**config.mk**
```make
export PLATFORM = sky130hd
export DESIGN_NAME = c_layer_seq
export DESIGN_NICKNAME = d
export VERILOG_FILES = /design/src/rtl/c_layer_pkg.sv /design/src/rtl/c_vec_skid.sv /design/src/rtl/c_layer_seq.sv
export SDC_FILE = /design/constraint.sdc
export NUM_CORES = 1
export LEC_CHECK = 0
export ABC_AREA = 1
export CORE_AREA = 2 2 220 114
export DETAILED_ROUTE_END_ITERATION = 7
export DIE_AREA = 0 0 222 116
export GPL_ROUTABILITY_DRIVEN = 0
export PLACE_DENSITY = 0.8
export REMOVE_ABC_BUFFERS = 1
export SLEW_MARGIN = 25
export SYNTH_ARGS = -nofsm -noshare
export SYNTH_HDL_FRONTEND = slang
export SYNTH_HIERARCHICAL = 1
export SYNTH_SLANG_ARGS = --single-unit
```
**constraint.sdc**
```tcl
create_clock -name clk -period 6.8 [get_ports clk]
set_input_delay 1.02 -clock clk [delete_from_list [all_inputs] [get_ports clk]]
set_output_delay 1.02 -clock clk [all_outputs]
set_load 0.05 [all_outputs]
```
**src/rtl/c_layer_pkg.sv**
```systemverilog
`default_nettype none
// ============================================================================
// Module   : c_layer_pkg
// Purpose  : Shared states, default sizes and word type for the c_layer feeder.
// Revision : 1.0 - initial release
// ============================================================================
package c_layer_pkg;

    localparam int C_N_INPUTS = 15;
    localparam int C_DATA_W   = 9;

    typedef enum logic [2:0] {
        IDLE = 3'd0,
        ZERO = 3'd1,
        GAP  = 3'd2,
        RUN  = 3'd3,
        CAPT = 3'd4
    } c_seq_state_t;

    typedef logic signed [C_DATA_W-1:0] c_word_t;

endpackage
`default_nettype wire

```
**src/rtl/c_vec_skid.sv**
```systemverilog
`default_nettype none
// ============================================================================
// Module   : c_vec_skid
// Purpose  : One-entry vector holding buffer; accepts on valid/ready, drains on pop.
// Revision : 1.0 - initial release
// ============================================================================
module c_vec_skid #(
    parameter int WIDTH = 8
) (
    input  logic             clk,
    input  logic             rst,
    input  logic             i_valid,
    output logic             o_ready,
    input  logic [WIDTH-1:0] i_data,
    input  logic             i_pop,
    output logic             o_full,
    output logic [WIDTH-1:0] o_data
);

    logic             r_full;
    logic [WIDTH-1:0] r_data;
    logic             w_push;

    // Ready is forced low while reset is held, not just after it.
    assign o_ready = ~r_full & ~rst;
    assign w_push  = i_valid & o_ready;
    assign o_full  = r_full;
    assign o_data  = r_data;

    always_ff @(posedge clk or posedge rst) begin
        if (rst) begin
            r_full <= 1'b0;
            r_data <= '0;
        end else begin
            if (w_push) begin
                r_data <= i_data;
            end
            r_full <= w_push | (r_full & ~i_pop);
        end
    end

endmodule
`default_nettype wire

```
**src/rtl/c_layer_seq.sv**
```systemverilog
`default_nettype none
// ============================================================================
// Module   : c_layer_seq
// Purpose  : Streams buffered input vectors onto the shared neuron z/en/d bus and
//            captures the neuron q bits into a valid/ready result register.
// Revision : 1.0 - initial release
// ============================================================================
module c_layer_seq
    import c_layer_pkg::*;
#(
    parameter int N_INPUTS  = C_N_INPUTS,
    parameter int DATA_W    = C_DATA_W,
    parameter int N_NEURONS = 8
) (
    input  logic                         clk,
    input  logic                         rst,
    input  logic                         in_valid,
    output logic                         in_ready,
    input  logic [N_INPUTS*DATA_W-1:0]   in_data,
    output logic                         z,
    output logic                         en,
    output logic [DATA_W-1:0]            d,
    input  logic [N_NEURONS-1:0]         q_in,
    output logic                         out_valid,
    input  logic                         out_ready,
    output logic [N_NEURONS-1:0]         out_q
);

    localparam int                 c_cnt_w    = (N_INPUTS > 1) ? $clog2(N_INPUTS) : 1;
    localparam int                 c_vec_w    = N_INPUTS * DATA_W;
    localparam logic [c_cnt_w-1:0] c_cnt_last = c_cnt_w'(N_INPUTS - 1);
    localparam logic [c_cnt_w-1:0] c_cnt_one  = c_cnt_w'(1);

    c_seq_state_t       r_state;
    c_seq_state_t       w_state_n;
    logic [c_cnt_w-1:0] r_cnt;
    logic [c_cnt_w-1:0] w_cnt_n;
    logic [c_vec_w-1:0] r_work;
    logic [DATA_W-1:0]  r_d;
    logic [DATA_W-1:0]  w_d_n;
    logic               r_z;
    logic               r_en;
    logic               r_out_valid;
    logic [N_NEURONS-1:0] r_out_q;
    logic               w_full;
    logic               w_pop;
    logic               w_load;
    logic [c_vec_w-1:0] w_skid_data;

    c_vec_skid #(
        .WIDTH (c_vec_w)
    ) u_skid (
        .clk     (clk),
        .rst     (rst),
        .i_valid (in_valid),
        .o_ready (in_ready),
        .i_data  (in_data),
        .i_pop   (w_pop),
        .o_full  (w_full),
        .o_data  (w_skid_data)
    );

    always_comb begin
        w_state_n = r_state;
        w_cnt_n   = r_cnt;
        w_pop     = 1'b0;
        w_load    = 1'b0;
        case (r_state)
            IDLE: begin
                if (w_full) begin
                    w_pop     = 1'b1;
                    w_state_n = ZERO;
                end
            end
            ZERO: begin
                w_cnt_n   = '0;
                w_state_n = GAP;
            end
            GAP: begin
                w_state_n = RUN;
            end
            RUN: begin
                if (r_cnt == c_cnt_last) begin
                    w_state_n = CAPT;
                end else begin
                    w_cnt_n = r_cnt + c_cnt_one;
                end
            end
            CAPT: begin
                // Parking here keeps en low, so the neuron q bits stay frozen.
                if (!r_out_valid || out_ready) begin
                    w_load    = 1'b1;
                    w_state_n = IDLE;
                end
            end
            default: begin
                w_state_n = IDLE;
            end
        endcase

        // d is registered alongside en so each RUN cycle presents work[cnt].
        w_d_n = r_d;
        if (w_state_n == RUN) begin
            w_d_n = r_work[w_cnt_n*DATA_W +: DATA_W];
        end
    end

    always_ff @(posedge clk or posedge rst) begin
        if (rst) begin
            r_state <= IDLE;
            r_cnt   <= '0;
            r_work  <= '0;
            r_z     <= 1'b0;
            r_en    <= 1'b0;
            r_d     <= '0;
        end else begin
            r_state <= w_state_n;
            r_cnt   <= w_cnt_n;
            r_z     <= (w_state_n == ZERO);
            r_en    <= (w_state_n == RUN);
            r_d     <= w_d_n;
            if (w_pop) begin
                r_work <= w_skid_data;
            end
        end
    end

    // A drain and reload in the same cycle keeps out_valid high with new data.
    always_ff @(posedge clk or posedge rst) begin
        if (rst) begin
            r_out_valid <= 1'b0;
            r_out_q     <= '0;
        end else if (w_load) begin
            r_out_valid <= 1'b1;
            r_out_q     <= q_in;
        end else if (out_ready) begin
            r_out_valid <= 1'b0;
        end
    end

    assign z         = r_z;
    assign en        = r_en;
    assign d         = r_d;
    assign out_valid = r_out_valid;
    assign out_q     = r_out_q;

endmodule
`default_nettype wire

```
==> qor.csv, run 1 <==
stage;metric;value;unit
grt;antenna violations before repair;0;
grt;grt total ovfl;0;
setup_path;crit path launch type;primary input;
yosys;Seq/Total Area, Yosys;56.8;%
run_status;status;complete, no violations;
worst_hold_path;worst min path class;reg -> reg;
yosys;largest area contributor in the netlist;dfrtp_1;
pwr;sequential power share;38.7;%
clock_tree;Clock Tree Buf Depth;3;
layout;Area Overhead vs Synth;19.6;%
route;wire length per cell;16.8;µm
place;port bufs;167;
layout;fillers;1912;
job;max-capacitance violation count;0;
layout;final-stage net count;1814;
yosys;Syn Inst Count;1566;
setup_path;CP delay by family, top;buffers and inverters;
sta;Max Clk Rate;264;MHz
route;Vias;10877;
clock_tree;Setup Buffers After CTS;0;
floorplan;die width;222;µm
clock_tree;clk slew on worst S/H paths;60;ps
route;DRC violations left;0;
place;hpwl dp;20500;µm
clock_tree;Root Buffer;clkbuf_16;
clock_tree;clock sinks;298;
pwr;VDD IR max;335;µV
clock_tree;post-CTS sizing;0;
route;drt first pass iters;7;
sta;Final min period;3790;ps
layout;FF/Latch Area;7460;µm²
floorplan;num rows;40;
sta;final hold viol count;0;
layout;layout cells sized above 1;4.81;%
grt;first-pass GRT wire length;55400;µm
route;DRT antenna net count;0;
route;initial DRC count;1201;
sta;RSZ-0062 raised after global routing;no;
sta;fin crit share;55.7;%
layout;ANT cells;0;
setup_path;cell mode on critical path;clkdlybuf4s50_1;
yosys;post-synth top area share;56.8;%
setup_path;WP data required;5780;ps
pwr;Tot Pwr;7.56;mW
yosys;syn_area_per_cell;8.38;µm²
clock_tree;Hold Buf Count CTS;0;
sta;total negative slack;0;ps
yosys;FF+latch count, synth;298;
setup_path;worst path bufs/invs;2;
layout;most common cell after layout, fill and taps aside;nand2_1;
setup_path;CP Cell Sequence;clkdlybuf4s50_1 -> nor2_4 -> clkdlybuf4s50_1;
pwr;design internal power;4.47;mW
clock_tree;CTS tree;built;
grt;vias in the first global route;10707;
yosys;top cells by area, synth;dfrtp_1 57%, nand2_1 16%, nand3_1 12%;
setup_path;critical path arrival;2770;ps
floorplan;Initial Utilization;55.4;%
setup_path;CP max-delay cell;clkdlybuf4s50_1;
pwr;Power Density;482;nW/µm²
pwr;Clock power frac;21.8;%
floorplan;die area;25800;µm²
clock_tree;H-tree depth;1;
route;Total Wirelength;33600;µm
sta;# setup viols final;0;
yosys;Unique masters post-synth;25;
yosys;synth warn;6;
clock_tree;Num CTS Buffers;26;
setup_path;crit path max fanout;3;
yosys;post-synthesis cell area;13100;µm²
sta;Max Slew Vio Count;0;
floorplan;core region area;23700;µm²
sta;clk_skew;16.9;ps
layout;post-route insts no fill;2000;
place;Placed Cells;1952;
grt;largest net degree at the start of global routing;145;
setup_path;crit path kind;in -> out;
sta;Slew @ Worst Pin;1010;ps
layout;Final Util;66.3;%
clock_tree;worst-skew pair later-pin latency;550;ps
setup_path;max incr delay on CP;840;ps
route;vias per cell;5.44;
sta;worst rel slew slack;32.4;%
setup_path;Worst setup EP type;primary output;
sta;Fin Hold WS;472;ps
pwr;P_sw;3.10;mW
pwr;Switching Fraction;41.0;%
floorplan;Die Ht;116;µm
pwr;Lkg Pwr;7.76;nW
layout;most frequent cells in the layout;567 x nand2_1, 311 x nand3_1, 298 x dfrtp_1;
grt;Global Route Usage Sum;26.9;%
pwr;combinational power share;39.5;%
floorplan;IO Count;168;
layout;area occupied by multi-input gates;4660;µm²
==> cell usage after synthesis <==
master	instances
a22oi_1	1
buf_1	1
buf_2	52
buf_4	11
buf_6	7
clkbuf_1	35
dfrtp_1	298
ha_1	2
inv_1	121
inv_2	4
mux2_2	8
nand2_1	567
nand2_2	4
nand2_4	3
nand3_1	311
nand3b_1	18
nand4_1	1
nor2_1	2
nor2_2	3
nor2_4	1
nor3_1	1
o21ai_0	112
o21ai_2	1
or2_1	1
xor2_1	1
==> final timing paths <==
kind / depth (start not counted) / from / to / slack, ps
setup / recovery: 3 / rst / in_ready / 3010
hold / removal: 2 / u_skid/o_data[38]$_DFFE_PP0P_ / u_skid/o_data[38]$_DFFE_PP0P_ / 470
setup reg to reg: 14 / r_cnt[0]$_DFF_PP0_ / d[0]$_DFFE_PP0N_ / 3380
hold reg to reg: 2 / u_skid/o_data[38]$_DFFE_PP0P_ / u_skid/o_data[38]$_DFFE_PP0P_ / 470
max in group asynchronous: 3 / rst / u_skid/o_data[128]$_DFFE_PP0P_ / 4370
min in group asynchronous: 2 / rst / out_q[5]$_DFFE_PP0P_ / 1190
==> routing by layer <==
layer / vias to the layer above / global-route usage, % / wire (µm)
met4: 0 / 6.85 / 704
met5: - / 0 / 0
met2: 436 / 40.5 / 14500
met1: 5214 / 40.8 / 15700
met3: 53 / 5.02 / 2630
li1: 5174 / - / -
==> worst min-delay path, cell delays in order, from the launching register on <==
cell	delay [ps]
dfrtp_1	340
nand2_1	50
nand2_1	50
==> cell families after synthesis <==
kind of cell	count (synthesis)	share of synthesized area [%]
AND/OR/NAND/NOR	912	30.0
flip-flops	298	56.8
buffers and inverters	231	7.82
AO/OA/AOI/OAI	114	4.40
multiplexers	8	0.687
adder cells (fa/ha/maj)	2	0.191
XOR/XNOR	1	0.0668
==> sequential cells by signal, indices dropped and copies added (netlist names) <==
register,cells
r_state,3
u_skid/o_full,1
z,1
out_q,8
d,9
r_cnt,4
r_work,135
out_valid,1
en,1
u_skid/o_data,135
==> power groups by stage <==
stage | logic, mW | clock network, mW | registers [mW]
finish | 2.98 | 1.65 | 2.93
detailed placement | 2.92 | 0 | 2.94
global route | 3.36 | 1.74 | 3.01
global placement | 2.82 | 0 | 2.92
CTS | 2.96 | 1.66 | 2.92
floorplan | 1.94 | 0 | 2.94
==> through the flow <==
step	area (µm²)	worst slack, ps
CTS	15700	3030
global placement	14700	2950
floorplan	12600	304
finish	15700	3010
global route	15700	2970
detailed placement	14700	2870
==> layout make-up <==
class | count | area share, %
inverters | 125 | 3.10
clock inverters | 11 | 1.20
multi-input cells | 1037 | 29.7
clock buffers | 37 | 4.86
repair buffers | 177 | 11.1
flip-flops and latches | 298 | 47.5
well taps | 315 | 2.51
No activity file was read; power rests on OpenSTA's default activity.
==> run 2, diff against run 1 <==
==> constraint.sdc (replaced) <==
create_clock -name clk -period 3.8 [get_ports clk]
set_input_delay 0.57 -clock clk [delete_from_list [all_inputs] [get_ports clk]]
set_output_delay 0.57 -clock clk [all_outputs]
set_load 0.05 [all_outputs]
==> run 2 against run 1 <==
Effect of this change: first-iteration DRC count shrank 7.7%; count of clock-buffer cells in the layout down 5; combinational power grew 82%; critical path type is now reg -> reg; design area about the same; via count grew 1.1%; non-clock buffer count grew 10; routed wire length up 1.3%; die area unchanged; sequential power up 80%; critical endpoint is now d[0]$_DFFE_PP0N_; clock power increased by 64%; register-to-register slack got worse by 2300 ps.
==> qor.csv, run 2 (same netlist as run 1, synthesis figures left out) <==
stage;metric;value;unit;change
clock_tree;CTS tree;built;;
clock_tree;post-CTS sizing;0;;unchanged
route;DRC violations left;0;;unchanged
sta;Slew @ Worst Pin;867;ps;-146 ps
clock_tree;Root Buffer;clkbuf_16;;
clock_tree;clock sinks;298;;unchanged
place;port bufs;167;;unchanged
sta;Final min period;2720;ps;
setup_path;crit path kind;reg -> reg;;
place;pre-CTS WS;1090;ps;-1780 ps
setup_path;FF-to-FF path depth;14;;unchanged
setup_path;crit path max fanout;63;;+60
place;hpwl dp;21400;µm;+4.6%
worst_hold_path;hold_sp;u_skid/o_data[92]$_DFFE_PP0P_;;
setup_path;WP data required;4240;ps;-1540 ps
grt;Global Route Usage Sum;26.7;%;-0.26 points
clock_tree;H-tree depth;1;;unchanged
floorplan;Die Ht;116;µm;unchanged
sta;worst rel slew slack;42.2;%;+9.8 points
worst_hold_path;WHS Path Cells;2;;unchanged
pwr;VDD IR max;630;µV;+88%
setup_path;max incr delay on CP;570;ps;-270 ps
setup_path;CP max-delay cell;buf_4;;
sta;clk_skew;12.6;ps;-4.26 ps
route;drt first pass iters;5;;-2
grt;first-pass GRT wire length;54800;µm;-1.1%
sta;# setup viols final;0;;unchanged
route;Total Wirelength;34000;µm;+1.3%
layout;post-route insts no fill;2007;;+0.35%
job;max-capacitance violation count;0;;unchanged
route;initial DRC count;1108;;-7.7%
floorplan;core region area;23700;µm²;unchanged
pwr;Lkg Pwr;7.80;nW;+0.43%
sta;RSZ-0062 raised after global routing;no;;
sta;total negative slack;0;ps;unchanged
route;DRT antenna net count;0;;unchanged
layout;most frequent cells in the layout;567 x nand2_1, 311 x nand3_1, 298 x dfrtp_1;;
route;Vias;10996;;+1.1%
floorplan;Initial Utilization;55.4;%;unchanged
grt;vias in the first global route;10646;;-0.57%
sta;final hold viol count;0;;unchanged
run_status;status;complete, no violations;;
sta;final worst slack;1080;ps;-1930 ps
clock_tree;Num CTS Buffers;25;;-3.8%
layout;most common cell after layout, fill and taps aside;nand2_1;;
place;Placed Cells;1962;;+0.51%
layout;design area;15700;µm²;about the same
route;vias per cell;5.48;;+0.74%
clock_tree;worst-skew pair later-pin latency;550;ps;about the same
layout;final-stage net count;1823;;+0.50%
setup_path;Worst setup EP type;flip-flop;;
clock_tree;Hold Buf Count CTS;0;;unchanged
layout;layout cells sized above 1;5.50;%;+0.69 points
sta;Max Slew Vio Count;0;;unchanged
grt;largest net degree at the start of global routing;114;;-21%
sta;fin crit share;71.5;%;
pwr;Tot Pwr;13.4;mW;+77%
route;wire length per cell;17.0;µm;+0.99%
setup_path;cell mode on critical path;nand2_1;;
layout;ANT cells;0;;unchanged
floorplan;IO Count;168;;unchanged
floorplan;die area;25800;µm²;unchanged
grt;antenna violations before repair;0;;unchanged
clock_tree;clk slew on worst S/H paths;70;ps;about the same
place;dpl cell area;14800;µm²;+0.75%
layout;Area Overhead vs Synth;19.7;%;about the same
setup_path;FF-to-FF setup slack;1080;ps;-2300 ps
clock_tree;Clock Tree Buf Depth;3;;unchanged
setup_path;crit path launch type;flip-flop;;
pwr;Power Density;853;nW/µm²;+77%
floorplan;num rows;40;;unchanged
setup_path;R2R Path Start;r_cnt[0]$_DFF_PP0_;;
floorplan;die width;222;µm;unchanged
grt;grt total ovfl;0;;unchanged
setup_path;CP Cell Sequence;inv_1 -> ha_1 -> nand2_1 -> nor2_1 -> nand2_2 -> nand2_4 -> buf_4 -> nand3b_1 -> nand3_1 -> nand3_1 -> nand3_1 -> nand2_1 -> nand2_1 -> nand2_1;;
sta;Max Clk Rate;368;MHz;
worst_hold_path;worst hold path endpoint;u_skid/o_data[92]$_DFFE_PP0P_;;
worst_hold_path;worst min path class;reg -> reg;;
clock_tree;Setup Buffers After CTS;0;;unchanged
setup_path;worst r2r dst;d[0]$_DFFE_PP0N_;;
setup_path;critical path arrival;3160;ps;+390 ps
-- run 2: cell count changes in the layout (fill, tap and decap cells not counted), sizes merged --
cell	before	now
inv	125	126
clkdlybuf4s50	166	165
clkinv	3	8
buf	11	22
bufinv	5	3
clkinvlp	3	1
clkbuf	37	32
-- run 2: cell type report --
| cell class | instances | area (µm²) |
|---|---|---|
| inverters | 125 | 487 |
| flip-flops and latches | 298 | 7460 |
| repair buffers | 187 | 1850 |
| multi-input cells | 1037 | 4650 |
| clock inverters | 13 | 146 |
| well taps | 315 | 394 |
| clock buffers | 32 | 712 |
| fillers | 1911 | 7970 |
-- run 2: layer usage --
layer  GRT usage [%]  up-vias  routed length, µm
met5               0        -                  0
met4            6.76        0                661
met3            7.23       58               3020
met2            39.5      449              14800
met1            39.3     5297              15600
li1                -     5192                  -
-- run 2: how the worst max path moves through the flow --
stage / slack (ps) / to / cells past startpoint / start
floorplan: -2250 / u_skid/o_data[0]$_DFFE_PP0P_ / 4 / rst
global placement: 1160 / in_ready / 4 / rst
detailed placement: 1090 / u_skid/o_data[121]$_DFFE_PP0P_ / 6 / rst
global route: 960 / d[3]$_DFFE_PP0N_ / 14 / r_cnt[0]$_DFF_PP0_
CTS: 1120 / in_ready / 4 / rst
finish: 1080 / d[0]$_DFFE_PP0N_ / 14 / r_cnt[0]$_DFF_PP0_
-- run 2: where the power goes --
part / internal [mW] / total [mW] / leakage, nW / switching [mW]
Clock: 1.53 / 2.70 / 0.431 / 1.17
Combinational: 1.74 / 5.42 / 3.62 / 3.67
Sequential: 4.55 / 5.27 / 3.75 / 0.720
Total: 7.82 / 13.4 / 7.80 / 5.57
-- run 2: metrics by stage --
| step | hold slack (ps) | utilization (%) |
|---|---|---|
| floorplan | 440 | - |
| global placement | 453 | 62.7 |
| detailed placement | 456 | 62.7 |
| CTS | 474 | 66.3 |
| global route | 493 | 66.3 |
| finish | 471 | 66.3 |
-- run 2: worst max-delay path: cells and delay by family, from the launching register on --
| kind | cells | cell delay, ps |
|---|---|---|
| adders and majority gates | 1 | 200 |
| buffers and inverters | 2 | 740 |
| DFF | 1 | 410 |
| and+or+nand+nor | 11 | 1220 |
